==> config.mk <==
export PLATFORM = sky130hd
export DESIGN_NAME = lsu_port_arbiter
export DESIGN_NICKNAME = d
export VERILOG_FILES = /design/src/rtl/lsu_port_arbiter_pkg.sv /design/src/rtl/lsu_port_arbiter_req_mux.sv /design/src/rtl/lsu_port_arbiter.sv
export SDC_FILE = /design/constraint.sdc
export NUM_CORES = 1
export LEC_CHECK = 0
export CAP_MARGIN = 20
export CORE_ASPECT_RATIO = 0.5
export CORE_MARGIN = 2
export CORE_UTILIZATION = 40
export DETAILED_ROUTE_END_ITERATION = 10
export GPL_TIMING_DRIVEN = 0
export HOLD_SLACK_MARGIN = 0.12
export PLACE_DENSITY = 0.88
export SLEW_MARGIN = 40
export SYNTH_ARGS = -nofsm -noshare
export SYNTH_HDL_FRONTEND = slang
export SYNTH_SLANG_ARGS = --single-unit
==> constraint.sdc <==
create_clock -name clk -period 4.32 [get_ports clk]
set_clock_uncertainty 0.2 [all_clocks]
set_input_delay 0.432 -clock clk [delete_from_list [all_inputs] [get_ports clk]]
set_output_delay 0.432 -clock clk [all_outputs]
set_load 0.01 [all_outputs]
==> src/rtl/lsu_port_arbiter_pkg.sv <==
// Shared types for the LSU port arbiter: FSM encoding, access-size width and
// the helper that picks the "other" pipe's pending flag.
package lsu_port_arbiter_pkg;

    localparam int LSARB_SIZE_W = 2;

    typedef enum logic [1:0] {
        LSARB_IDLE  = 2'd0,
        LSARB_REQ   = 2'd1,
        LSARB_RESP  = 2'd2,
        LSARB_DRAIN = 2'd3
    } lsarb_state_e;

    // Pending flag of the pipe that does not currently own the port.
    function automatic logic other_pending(input logic owner,
                                           input logic pend0,
                                           input logic pend1);
        return owner ? pend0 : pend1;
    endfunction

endpackage

==> src/rtl/lsu_port_arbiter_req_mux.sv <==
// Registered request-field selector: captures pipe-0 or pipe-1 access fields
// on a grant so the Dcache sees stable fields for the whole request.
module lsu_req_mux
    import lsu_port_arbiter_pkg::*;
#(
    parameter int ADDR_WIDTH = 32,
    parameter int DATA_WIDTH = 32
) (
    input  logic                    clk,
    input  logic                    rst_n,
    input  logic                    i_load,
    input  logic                    i_sel,
    input  logic                    i_we0,
    input  logic [LSARB_SIZE_W-1:0] i_size0,
    input  logic [ADDR_WIDTH-1:0]   i_addr0,
    input  logic [DATA_WIDTH-1:0]   i_wdata0,
    input  logic                    i_we1,
    input  logic [LSARB_SIZE_W-1:0] i_size1,
    input  logic [ADDR_WIDTH-1:0]   i_addr1,
    input  logic [DATA_WIDTH-1:0]   i_wdata1,
    output logic                    o_we,
    output logic [LSARB_SIZE_W-1:0] o_size,
    output logic [ADDR_WIDTH-1:0]   o_addr,
    output logic [DATA_WIDTH-1:0]   o_wdata
);

    always_ff @(posedge clk) begin
        if (!rst_n) begin
            o_we    <= 1'b0;
            o_size  <= '0;
            o_addr  <= '0;
            o_wdata <= '0;
        end else if (i_load) begin
            o_we    <= i_sel ? i_we1    : i_we0;
            o_size  <= i_sel ? i_size1  : i_size0;
            o_addr  <= i_sel ? i_addr1  : i_addr0;
            o_wdata <= i_sel ? i_wdata1 : i_wdata0;
        end
    end

endmodule

==> src/rtl/lsu_port_arbiter.sv <==
// Shares the single Dcache request port between the two issue pipes, oldest
// (pipe 0) first, one outstanding request at a time, and drives the stall.
module lsu_port_arbiter
    import lsu_port_arbiter_pkg::*;
#(
    parameter int ADDR_WIDTH = 32,
    parameter int DATA_WIDTH = 32
) (
    input  logic                    clk,
    input  logic                    rst_n,
    input  logic                    req0_valid,
    input  logic                    req0_we,
    input  logic [LSARB_SIZE_W-1:0] req0_size,
    input  logic [ADDR_WIDTH-1:0]   req0_addr,
    input  logic [DATA_WIDTH-1:0]   req0_wdata,
    input  logic                    req1_valid,
    input  logic                    req1_we,
    input  logic [LSARB_SIZE_W-1:0] req1_size,
    input  logic [ADDR_WIDTH-1:0]   req1_addr,
    input  logic [DATA_WIDTH-1:0]   req1_wdata,
    input  logic                    flush,
    output logic                    dc_req_valid,
    input  logic                    dc_req_ready,
    output logic                    dc_we,
    output logic [LSARB_SIZE_W-1:0] dc_size,
    output logic [ADDR_WIDTH-1:0]   dc_addr,
    output logic [DATA_WIDTH-1:0]   dc_wdata,
    input  logic                    dc_rsp_valid,
    input  logic [DATA_WIDTH-1:0]   dc_rsp_rdata,
    output logic                    rsp0_valid,
    output logic                    rsp1_valid,
    output logic [DATA_WIDTH-1:0]   rsp_rdata,
    output logic                    stall_req,
    output logic                    fence_done
);

    lsarb_state_e r_state;
    lsarb_state_e w_state_nxt;
    logic         r_owner;
    logic         r_done0;
    logic         r_done1;
    logic         w_owner_nxt;
    logic         w_pend0;
    logic         w_pend1;
    logic         w_load;
    logic         w_sel;
    logic         w_set_done0;
    logic         w_set_done1;
    logic         w_last_rsp;

    assign w_pend0 = req0_valid & ~r_done0;
    assign w_pend1 = req1_valid & ~r_done1;

    always_ff @(posedge clk) begin
        if (!rst_n) begin
            r_state <= LSARB_IDLE;
            r_owner <= 1'b0;
            r_done0 <= 1'b0;
            r_done1 <= 1'b0;
        end else begin
            r_state <= w_state_nxt;
            r_owner <= w_owner_nxt;
            // Completion flags only live while the bundle is held.
            r_done0 <= stall_req & (r_done0 | w_set_done0);
            r_done1 <= stall_req & (r_done1 | w_set_done1);
        end
    end

    always_comb begin
        w_state_nxt  = r_state;
        w_owner_nxt  = r_owner;
        w_load       = 1'b0;
        w_sel        = 1'b0;
        w_set_done0  = 1'b0;
        w_set_done1  = 1'b0;
        w_last_rsp   = 1'b0;
        rsp0_valid   = 1'b0;
        rsp1_valid   = 1'b0;
        dc_req_valid = 1'b0;
        case (r_state)
            LSARB_IDLE: begin
                if (!flush) begin
                    if (w_pend0) begin
                        w_load      = 1'b1;
                        w_sel       = 1'b0;
                        w_owner_nxt = 1'b0;
                        w_state_nxt = LSARB_REQ;
                    end else if (w_pend1) begin
                        w_load      = 1'b1;
                        w_sel       = 1'b1;
                        w_owner_nxt = 1'b1;
                        w_state_nxt = LSARB_REQ;
                    end
                end
            end
            LSARB_REQ: begin
                // Withdraw the request outright so a same-cycle ready cannot accept it.
                dc_req_valid = ~flush;
                if (flush)
                    w_state_nxt = LSARB_IDLE;
                else if (dc_req_ready)
                    w_state_nxt = LSARB_RESP;
            end
            LSARB_RESP: begin
                if (flush) begin
                    w_state_nxt = dc_rsp_valid ? LSARB_IDLE : LSARB_DRAIN;
                end else if (dc_rsp_valid) begin
                    rsp0_valid  = ~r_owner;
                    rsp1_valid  = r_owner;
                    w_set_done0 = ~r_owner;
                    w_set_done1 = r_owner;
                    if (other_pending(r_owner, w_pend0, w_pend1)) begin
                        w_load      = 1'b1;
                        w_sel       = ~r_owner;
                        w_owner_nxt = ~r_owner;
                        w_state_nxt = LSARB_REQ;
                    end else begin
                        w_last_rsp  = 1'b1;
                        w_state_nxt = LSARB_IDLE;
                    end
                end
            end
            LSARB_DRAIN: begin
                if (dc_rsp_valid)
                    w_state_nxt = LSARB_IDLE;
            end
            default: w_state_nxt = LSARB_IDLE;
        endcase
    end

    assign stall_req  = (w_pend0 | w_pend1) & ~w_last_rsp & ~flush;
    assign fence_done = (r_state == LSARB_IDLE) & ~w_pend0 & ~w_pend1;
    assign rsp_rdata  = dc_rsp_rdata;

    lsu_req_mux #(
        .ADDR_WIDTH (ADDR_WIDTH),
        .DATA_WIDTH (DATA_WIDTH)
    ) u_req_mux (
        .clk      (clk),
        .rst_n    (rst_n),
        .i_load   (w_load),
        .i_sel    (w_sel),
        .i_we0    (req0_we),
        .i_size0  (req0_size),
        .i_addr0  (req0_addr),
        .i_wdata0 (req0_wdata),
        .i_we1    (req1_we),
        .i_size1  (req1_size),
        .i_addr1  (req1_addr),
        .i_wdata1 (req1_wdata),
        .o_we     (dc_we),
        .o_size   (dc_size),
        .o_addr   (dc_addr),
        .o_wdata  (dc_wdata)
    );

endmodule
==> Word-level counts from Yosys, hierarchy flattened <==
Index checks and enable logic that the tools add are counted.
{ "op_classes": {"n_eq_ne": 11, "n_mux": 47, "bitwise_logic": 18, "n_reduce_logical": 4} }
{ "ops": {"columns": ["operator", "n"], "rows": [
  ["two-way mux 32 bit", 2],
  ["two-way mux 1 bit", 31],
  ["two-way mux 2 bit", 10],
  ["inequality test 2 bit (second input constant)", 5],
  ["inequality test 3 bit (second input constant)", 3],
  ["bitwise AND 1 bit", 8],
  ["case mux 2 bit (4 select lines)", 1],
  ["inverter 1 bit", 7],
  ["case mux 1 bit (2 select lines)", 3],
  ["AND reduction 6 bit", 1],
  ["AND reduction 5 bit", 1],
  ["== test 2 bit (second input constant)", 2],
  ["bitwise OR 1 bit", 3],
  ["== test 2 x 1 -> 1 bit (second input constant)", 1],
  ["logical NOT 2 bit", 1],
  ["nonzero test 2 bit", 1]
]} }
{ "word_totals": {"ff_bits": 72, "inputBits": 173, "output_inout_bits": 104, "wordCells": 88} }

==> Depth between registers and ports, before layout <==
Gate-level depths: netlist of run 1.
{ "logic_depth": {"word_depth": 11, "mapped_depth": 8, "ltp_nobuf": 4} }

==> Hierarchy <==
A second synthesis of run 1 with hierarchy kept.
{ "unflattened": {"cells_unflattened": 375, "hier_area_um2": 3493.4} }
{ "by_module_without_submodules": {"columns": ["mod", "n_inst", "cells_each", "area_each_um2", "seq_area_each_um2"], "rows": [
  ["lsu_req_mux", 1, 298, 2891.5, 1341.3],
  ["lsu_port_arbiter", 1, 77, 601.8, 100.1]
]} }

==> Worst setup path before layout of run 1 <==
Ideal clock, no wire load.
{ "synth_timing": {"kind": "in2reg", "startpoint": "input port flush", "endpoint": "register u_req_mux.o_size[0]", "t_arrival_ns": 2.048, "t_required_ns": 3.998, "slack_ns": 1.950, "stages": 7, "cell_sequence": "buf_6 > nand4bb_4 > or4_1 > buf_6 > buf_6 > and3_1 > o311a_1"} }
{ "synth_via": {"elab_chain_len": 3, "word_cells_on_any_way": 7} }
{ "synth_lines": {"columns": ["item", "line_no", "text"], "rows": [
  ["from (decl)", "lsu_port_arbiter.sv:21", "input logic flush,"],
  ["two-way mux 1 bit, on equally long branches", "lsu_port_arbiter.sv:105, lsu_port_arbiter.sv:82", null],
  ["case mux 1 bit (2 select lines)", "lsu_port_arbiter.sv:80", "case (r_state)"],
  ["two-way mux 2 bit", "lsu_port_arbiter_req_mux.sv:35", "o_size <= i_sel ? i_size1 : i_size0;"],
  ["to (signal assigned)", "lsu_port_arbiter_req_mux.sv:35", null],
  ["to (decl)", "lsu_port_arbiter_req_mux.sv:22", "output logic [LSARB_SIZE_W-1:0] o_size,"]
]} }
Several ways; a longest one is shown, not always the timed one.
A chain may end at the register's enable or synchronous reset.

==> Worst setup path in the final report of run 1 <==
{ "layout_timing": {"startpoint": "input port req1_valid", "endpoint": "output port stall_req"} }
{ "layout_via": {"elab_chain_len": 9, "word_cells_on_any_way": 10} }
{ "layout_lines": {"columns": ["item", "line_no", "text"], "rows": [
  ["from (decl)", "lsu_port_arbiter.sv:16", "input logic req1_valid,"],
  ["bitwise AND 1 bit (*)", "lsu_port_arbiter.sv:52", "assign w_pend1 = req1_valid & ~r_done1;"],
  ["two-way mux 1 bit", "lsu_port_arbiter_pkg.sv:18", "return owner ? pend0 : pend1;"],
  ["two-way mux 1 bit", "lsu_port_arbiter.sv:112", "if (other_pending(r_owner, w_pend0, w_pend1)) begin"],
  ["two-way mux 1 bit", "lsu_port_arbiter.sv:107", "end else if (dc_rsp_valid) begin"],
  ["two-way mux 1 bit", "lsu_port_arbiter.sv:105", "if (flush) begin"],
  ["two-way mux 1 bit", "lsu_port_arbiter.sv:80", null],
  ["inverter 1 bit", "lsu_port_arbiter.sv:131", "assign stall_req = (w_pend0 | w_pend1) & ~w_last_rsp & ~flush;"],
  ["bitwise AND 1 bit (*) (2 in series)", "lsu_port_arbiter.sv:131", null],
  ["to (decl)", "lsu_port_arbiter.sv:33", "output logic stall_req,"]
]} }
Mark *: on every way between the ends. The rest lies on a longest branch, timed or not.

==> results.md, run 1 <==
- Status: finished clean
- # H-tree levels: 3
- Post-route minimum period: approximately 2.9 ns
- Commonest cells after routing, fill and taps aside: 242 x clkdlybuf4s50_1, 72 x dfxtp_1, 68 x or3_1
- Global-route wire length before repair: between 20 and 30 mm
- Iter 0 DRT Violations: ~320
- Nets@finish: between 800 and 900
- Cells after synthesis: between 400 and 500
- Max incr delay on CP: roughly 0.56 ns
- Avg Cell Area, Syn: between 9 and 10 µm²
- Seq cells post-synth: 72
- Sequence of cells on the critical path: clkdlybuf4s50_1 -> or3b_2 -> nand2_1 -> o21a_1 -> clkdlybuf4s50_1
- GP Congestion: roughly 0.85
- Final Cycle Share: 0.6683
- Grt met2 use: 0.4767
- Wire per inst: around 19 µm
- Post-place instance area: ~0.0069 mm²
- Finished Core Util: 0.6940
- Met3 usage: 0.05179
- VDD IR max: between 0.15 and 0.2 mV
- Fill cells: 805
- Max frequency: 346.4 MHz
- Final hold violations: 0
- Synth area leader: dfxtp_1
- Routed wire length: around 16 mm
- Global Route Usage Sum: 0.2715
- CP Capture Type: output pin
- ANT cells: 0
- Post-synth top area share: 0.3381
- Core ar.: between 0.01 and 0.015 mm²
- Starting Density: 0.4147
- CTS Buffer Depth: 2
- Area of the multi-input gates: 0.002257 mm²
- Pleak: a little over 3 nW
- IO Pins: 277
- Largest delay contributor family on the critical path: buffers and inverters
- Number of CTS-inserted buffers: 9
- PwrDens: roughly 290 mW/mm²
- CP arrival: about 2.3 ns
- Post-DP HPWL: 12.12 mm
- Die X-Extent: ~150 µm
- Via count: 4888
- Setup bufs post-CTS: 0
- # DRC: 0
- Die Height: around 77 µm
- Final instance area: 0.007134 mm²
- Max cap viols: 0
- Num rows: 26
- Largest net degree at the start of global routing: 13
- Critical Setup Path Class: in -> out
- Root Buffer: clkbuf_16
- Synth unique cells: 31
- Synth Warn #: 0
- Slowest-stage cell, CP: clkdlybuf4s50_1
- Final setup fails: 0
- CTS clk-pin slew, worst paths: 0.06 ns
- Synth Net Count: around 640
- Register area share after synthesis: 0.3381
- First-pass DRT Iterations: 6
- Cts hold-fix bufs: 0
- CTS tree: built
- Synthesized cell area: about 0.0043 mm²
- Most used cell, CP: clkdlybuf4s50_1
- Via/cell ratio: 5.638
- RSZ-0062 raised after global routing: false
- Grt total ovfl: 0
- Layout Area Growth over Synthesis: 67.36%
- CP bufs+invs: 2
- Slew margin rel.: 0.5156
- Vias in the first global route: between 4000 and 5000
- Min-delay worst type: in -> reg
- Layout cell share with drive strength beyond 1: 0.09904
- Setup TNS: 0 ns
- Antenna viol nets, final: 0
- Die area: roughly 0.012 mm²
- Max Transition Viols Final: 0
- Cts repair resizes: 0
- Initial antenna violation count: 0
- Dominant cells by area after synthesis: dfxtp_1 34%, o311a_1 16%, a21boi_0 12%
- Required time worst endpoint: roughly 3.7 ns
- Critical Path Source Type: input port
- Clk_lat worst skew: about 0.34 ns
- CTS Sinks: 72
- Commonest non-fill, non-tap cell in the layout: clkdlybuf4s50_1
- Register area: around 0.0014 mm²
- GRT Max-Usage Layer: met2
- CP Max Fanout: 3
- Actual slew at the worst max-slew pin: a little over 0.7 ns
- Number of buffers added on ports: around 240
- Grt met1 use: 0.3224
[worst reg2reg max path: cells and delay by family, from the launching register on]
family / cells / cell delay (ns)
flops: 1 / 0.33
buf+inv: 2 / 0.46
simple gates: 2 / 0.43
compound gates: 2 / 1.12
[metal layers]
layer	up-vias	part of all wire
met2	206	0.50
li1	2280	-
met4	0	0.035
met3	43	0.061
met1	2359	0.40
met5	-	0
[cell usage after synthesis]
cell       instances
a21boi_0          67
o211a_1            2
clkbuf_1          40
a41oi_1            1
nor3b_1            1
nand2_1            2
nand3b_1           2
a31oi_1            1
or4_1              1
o21a_1             1
nor2_1             5
nand3_1            1
dfxtp_1           72
nor3_1             3
inv_1              3
buf_4             32
or3b_2             1
nor2b_1            1
o311a_1           67
a21oi_1            2
buf_2              5
a21oi_2            1
or3_1             68
and3_1            67
a2111oi_2          1
o311ai_0           2
nand2b_1           3
buf_6             10
clkbuf_2           5
nand4bb_4          1
a211oi_1           1
[per-stage QoR]
step	setup WS, ns	cells	total power [mW]	hold slack, ns
CTS	1.447	867	2.065	0.2401
detailed placement	1.098	851	1.373	0.3007
global placement	1.106	851	1.361	0.2881
floorplan	1.950	469	1.037	0.2764
global route	1.297	867	2.137	0.2571
finish	1.433	867	2.055	0.2447
[final cells by class]
cell class	count	share of cell area
clock inverter	6	0.004911
clock buffer	10	0.03350
tap	140	0.02455
sequential	72	0.2020
buffer	92	0.07752
multi-input combinational	302	0.3164
inverter	3	0.001578
timing repair buffer	242	0.3395
[where the power goes]
part | internal (mW) | total [mW] | switching, mW
Sequential | 0.727 | 0.759 | 0.0321
Clock | 0.400 | 0.690 | 0.291
Combinational | 0.381 | 0.606 | 0.225
[cells by family (layout without fill, tap and decap cells)]
logic type             Yosys count  count (layout)  share of synthesized area
AND/OR/NAND/NOR                156             156                     0.2304
buffers and inverters           95             353                     0.1324
flip-flops                      72              72                     0.3381
AO/OA/AOI/OAI                  146             146                     0.2991
[registers in the layout (all words and copies together), names as in the netlist]
register,cells
u_req_mux.o_addr,32
u_req_mux.o_wdata,32
r_state,2
u_req_mux.o_size,2
r_done0,1
r_done1,1
r_owner,1
u_req_mux.o_we,1
[final timing paths]
path | start | to | slack, ns | depth (start not counted)
worst max-delay path | req1_valid | stall_req | 1.43 | 5
worst max register to register | r_done1 | u_req_mux.o_wdata[4] | 1.66 | 6
worst min register to register | r_done0 | r_done0 | 0.32 | 1
worst min-delay path | flush | r_state[0] | 0.24 | 3
Power figures use the tool's default switching activity.
==> run 2: changes to the inputs <==
Settings changed: CORE_UTILIZATION 40 to 33, PLACE_DENSITY 0.88 to 0.77.
Clock period 4.32 ns to 2.45 ns, I/O delays scaled along.
==> run 2 against run 1 <==
  * Flip-flop and latch count unchanged
  * Count of clock-buffer cells in the layout up 1
  * Via count down 1.3%
  * Largest power group unchanged
==> results.md, run 2 (synthesis gave the netlist of run 1 again) <==
- Max frequency: between 400 and 500 MHz
- Root Buffer: clkbuf_16
- Fill cells: ~1100
- Vias in the first global route: 4952
- # H-tree levels: 3
- GP Congestion: around 0.83
- Num rows: 29
- RSZ-0062 raised after global routing: true
- Sequence of cells on the critical path: clkdlybuf4s50_1 -> nand4bb_4 -> or4_1 -> buf_6 -> buf_6 -> clkbuf_2 -> a21boi_0 -> o311a_1
- Largest net degree at the start of global routing: 12
- Sw frac: 0.2577
- Layout cell share with drive strength beyond 1: 0.1134
- CP bufs+invs: 4
- Post-route minimum period: between 2 and 2.5 ns
- Most used cell, CP: buf_6
- Number of CTS-inserted buffers: 9
- Final setup fails: 0
- Worst setup startpoint: dc_rsp_valid
- Via count: 4825
- Hold endpoint: r_state[1]
- Nets@finish: between 900 and 1000
- R2R setup slack: roughly 0.095 ns
- Clock share of power: 0.349
- Final instance area: around 0.0073 mm²
- Slowest-stage cell, CP: clkdlybuf4s50_1
- CTS Buffer Depth: 2
- IO Pins: 277
- Worst flop-to-flop path endpoint: u_req_mux.o_wdata[3]
- Min-delay worst type: in -> reg
- Critical Path Source Type: input port
- Slew margin rel.: 0.6296
- CP Max Fanout: 10
- Min-delay src: flush
- Global-route wire length before repair: approximately 26 mm
- Antenna viol nets, final: 0
- Commonest non-fill, non-tap cell in the layout: clkdlybuf4s50_1
- Reg2reg start: r_done1
- Core ar.: about 0.013 mm²
- First-pass DRT Iterations: 4
- Via/cell ratio: ~5.3
- Setup TNS: 0 ns
- Post-DP HPWL: 12.37 mm
- CTS tree: built
- Tot Pwr: 3.730 mW
- Routed wire length: 16.73 mm
- Max Transition Viols Final: 0
- PwrDens: 513.2 mW/mm²
- Post-place instance area: 0.006910 mm²
- Gate power share: 0.291
- Max cap viols: 0
- Layout Cells excl Fill: 902
- Die X-Extent: between 150 and 200 µm
- Initial antenna violation count: 0
- Reg2reg path depth: 6
- Clk_lat worst skew: ~0.33 ns
- Die area: 0.01390 mm²
- Final Cycle Share: 0.9612
- Worst Hold Depth: 4
- Largest delay contributor family on the critical path: buffers and inverters
- Seq pwr share: 0.360
- Sw Pwr: ~960 µW
- Grt total ovfl: 0
- Number of buffers added on ports: between 200 and 250
- Dpl cells: 881
- Commonest cells after routing, fill and taps aside: 241 x clkdlybuf4s50_1, 71 x dfxtp_1, 68 x or3_1, 67 x and3_1, 67 x o311a_1
- Status: finished clean
- VDD IR max: 0.2834 mV
- Final hold violations: 0
- Die Height: around 84 µm
- Pleak: 3.120 nW
- CTS clk-pin slew, worst paths: about 0.050 ns
- CP Capture Type: flop
- Layout Area Growth over Synthesis: 70.50%
- Global Route Usage Sum: 0.2377
- Iter 0 DRT Violations: 305
- CTS Sinks: roughly 70
- Max incr delay on CP: between 0.5 and 0.6 ns
- Required time worst endpoint: between 2 and 3 ns
- Internal Power: around 2.8 mW
- Finished Core Util: 0.5756
- Critical Setup Path Class: in -> reg
- Actual slew at the worst max-slew pin: between 0.5 and 0.6 ns
- Largest regs: u_req_mux.o_addr (32), u_req_mux.o_wdata (32)
- Starting Density: 0.3376
- Wire per inst: 18.54 µm
- ANT cells: 0
- CP arrival: between 2 and 2.5 ns
- # DRC: 0
## run 2: power groups by stage
stage	Sequential, mW	Clock (mW)	Combinational, mW
2_1_floorplan	1.40	0	0.425
3_3_place_gp	1.36	0	1.05
3_5_place_dp	1.36	0	1.07
4_1_cts	1.34	1.32	1.08
5_1_grt	1.35	1.37	1.17
6_report	1.34	1.30	1.09
## run 2: worst max-delay path by stage
stage                            end  cells past startpoint
2_1_floorplan    u_req_mux.o_size[0]                      7
3_3_place_gp   u_req_mux.o_wdata[12]                      7
3_5_place_dp   u_req_mux.o_wdata[29]                      7
4_1_cts        u_req_mux.o_wdata[30]                      6
5_1_grt        u_req_mux.o_wdata[26]                      8
6_report       u_req_mux.o_wdata[14]                      8
## run 2: tightest hold or removal path: stages
cell and delay (ns):
buf_6 0.11, nor3_1 0.06, a21oi_1 0.17, nor2_1 0.05
## run 2: area by class of cell
class / count / area, µm² / area share
multi-input cells: 302 / 2282 / 0.3140
plain buffers: 92 / 563.0 / 0.07747
inverters: 3 / 11.26 / 0.001549
clock inverters: 4 / 45.04 / 0.006197
repair buffers: 248 / 2469 / 0.3396
flip-flops and latches: 72 / 1443 / 0.1985
well taps: 170 / 212.7 / 0.02926
clock buffers: 11 / 242.7 / 0.03340
## run 2: routing by layer
| metal | GRT usage | wire [µm] | vias to the layer above |
|---|---|---|---|
| met4 | 0.08696 | 508 | 0 |
| met2 | 0.4112 | 8128 | 179 |
| met5 | 0 | 0 | - |
| met1 | 0.2956 | 7076 | 2318 |
| met3 | 0.04545 | 1013 | 39 |
| li1 | - | - | 2289 |
## run 2: metrics by stage
stage               setup WS [ns]  hold WS, ns
CTS                       0.02088       0.1535
global placement          -0.6981       0.2992
floorplan                  0.2482       0.1842
detailed placement        -0.5460       0.3175
finish                    0.09508       0.1633
global route             -0.03587       0.1919
## run 2: repair_timing
| action | in CTS | in global routing |
|---|---|---|
| setup endpoints to repair | 62 | 63 |
| endpoints found under the hold margin | 1 | 0 |
| buffers inserted | 4 | 1 |
| cloned | 0 | 0 |
| hold buffers | 1 | 0 |
| gates resized for setup | 4 | 44 |
| pin swaps | 2 | 2 |
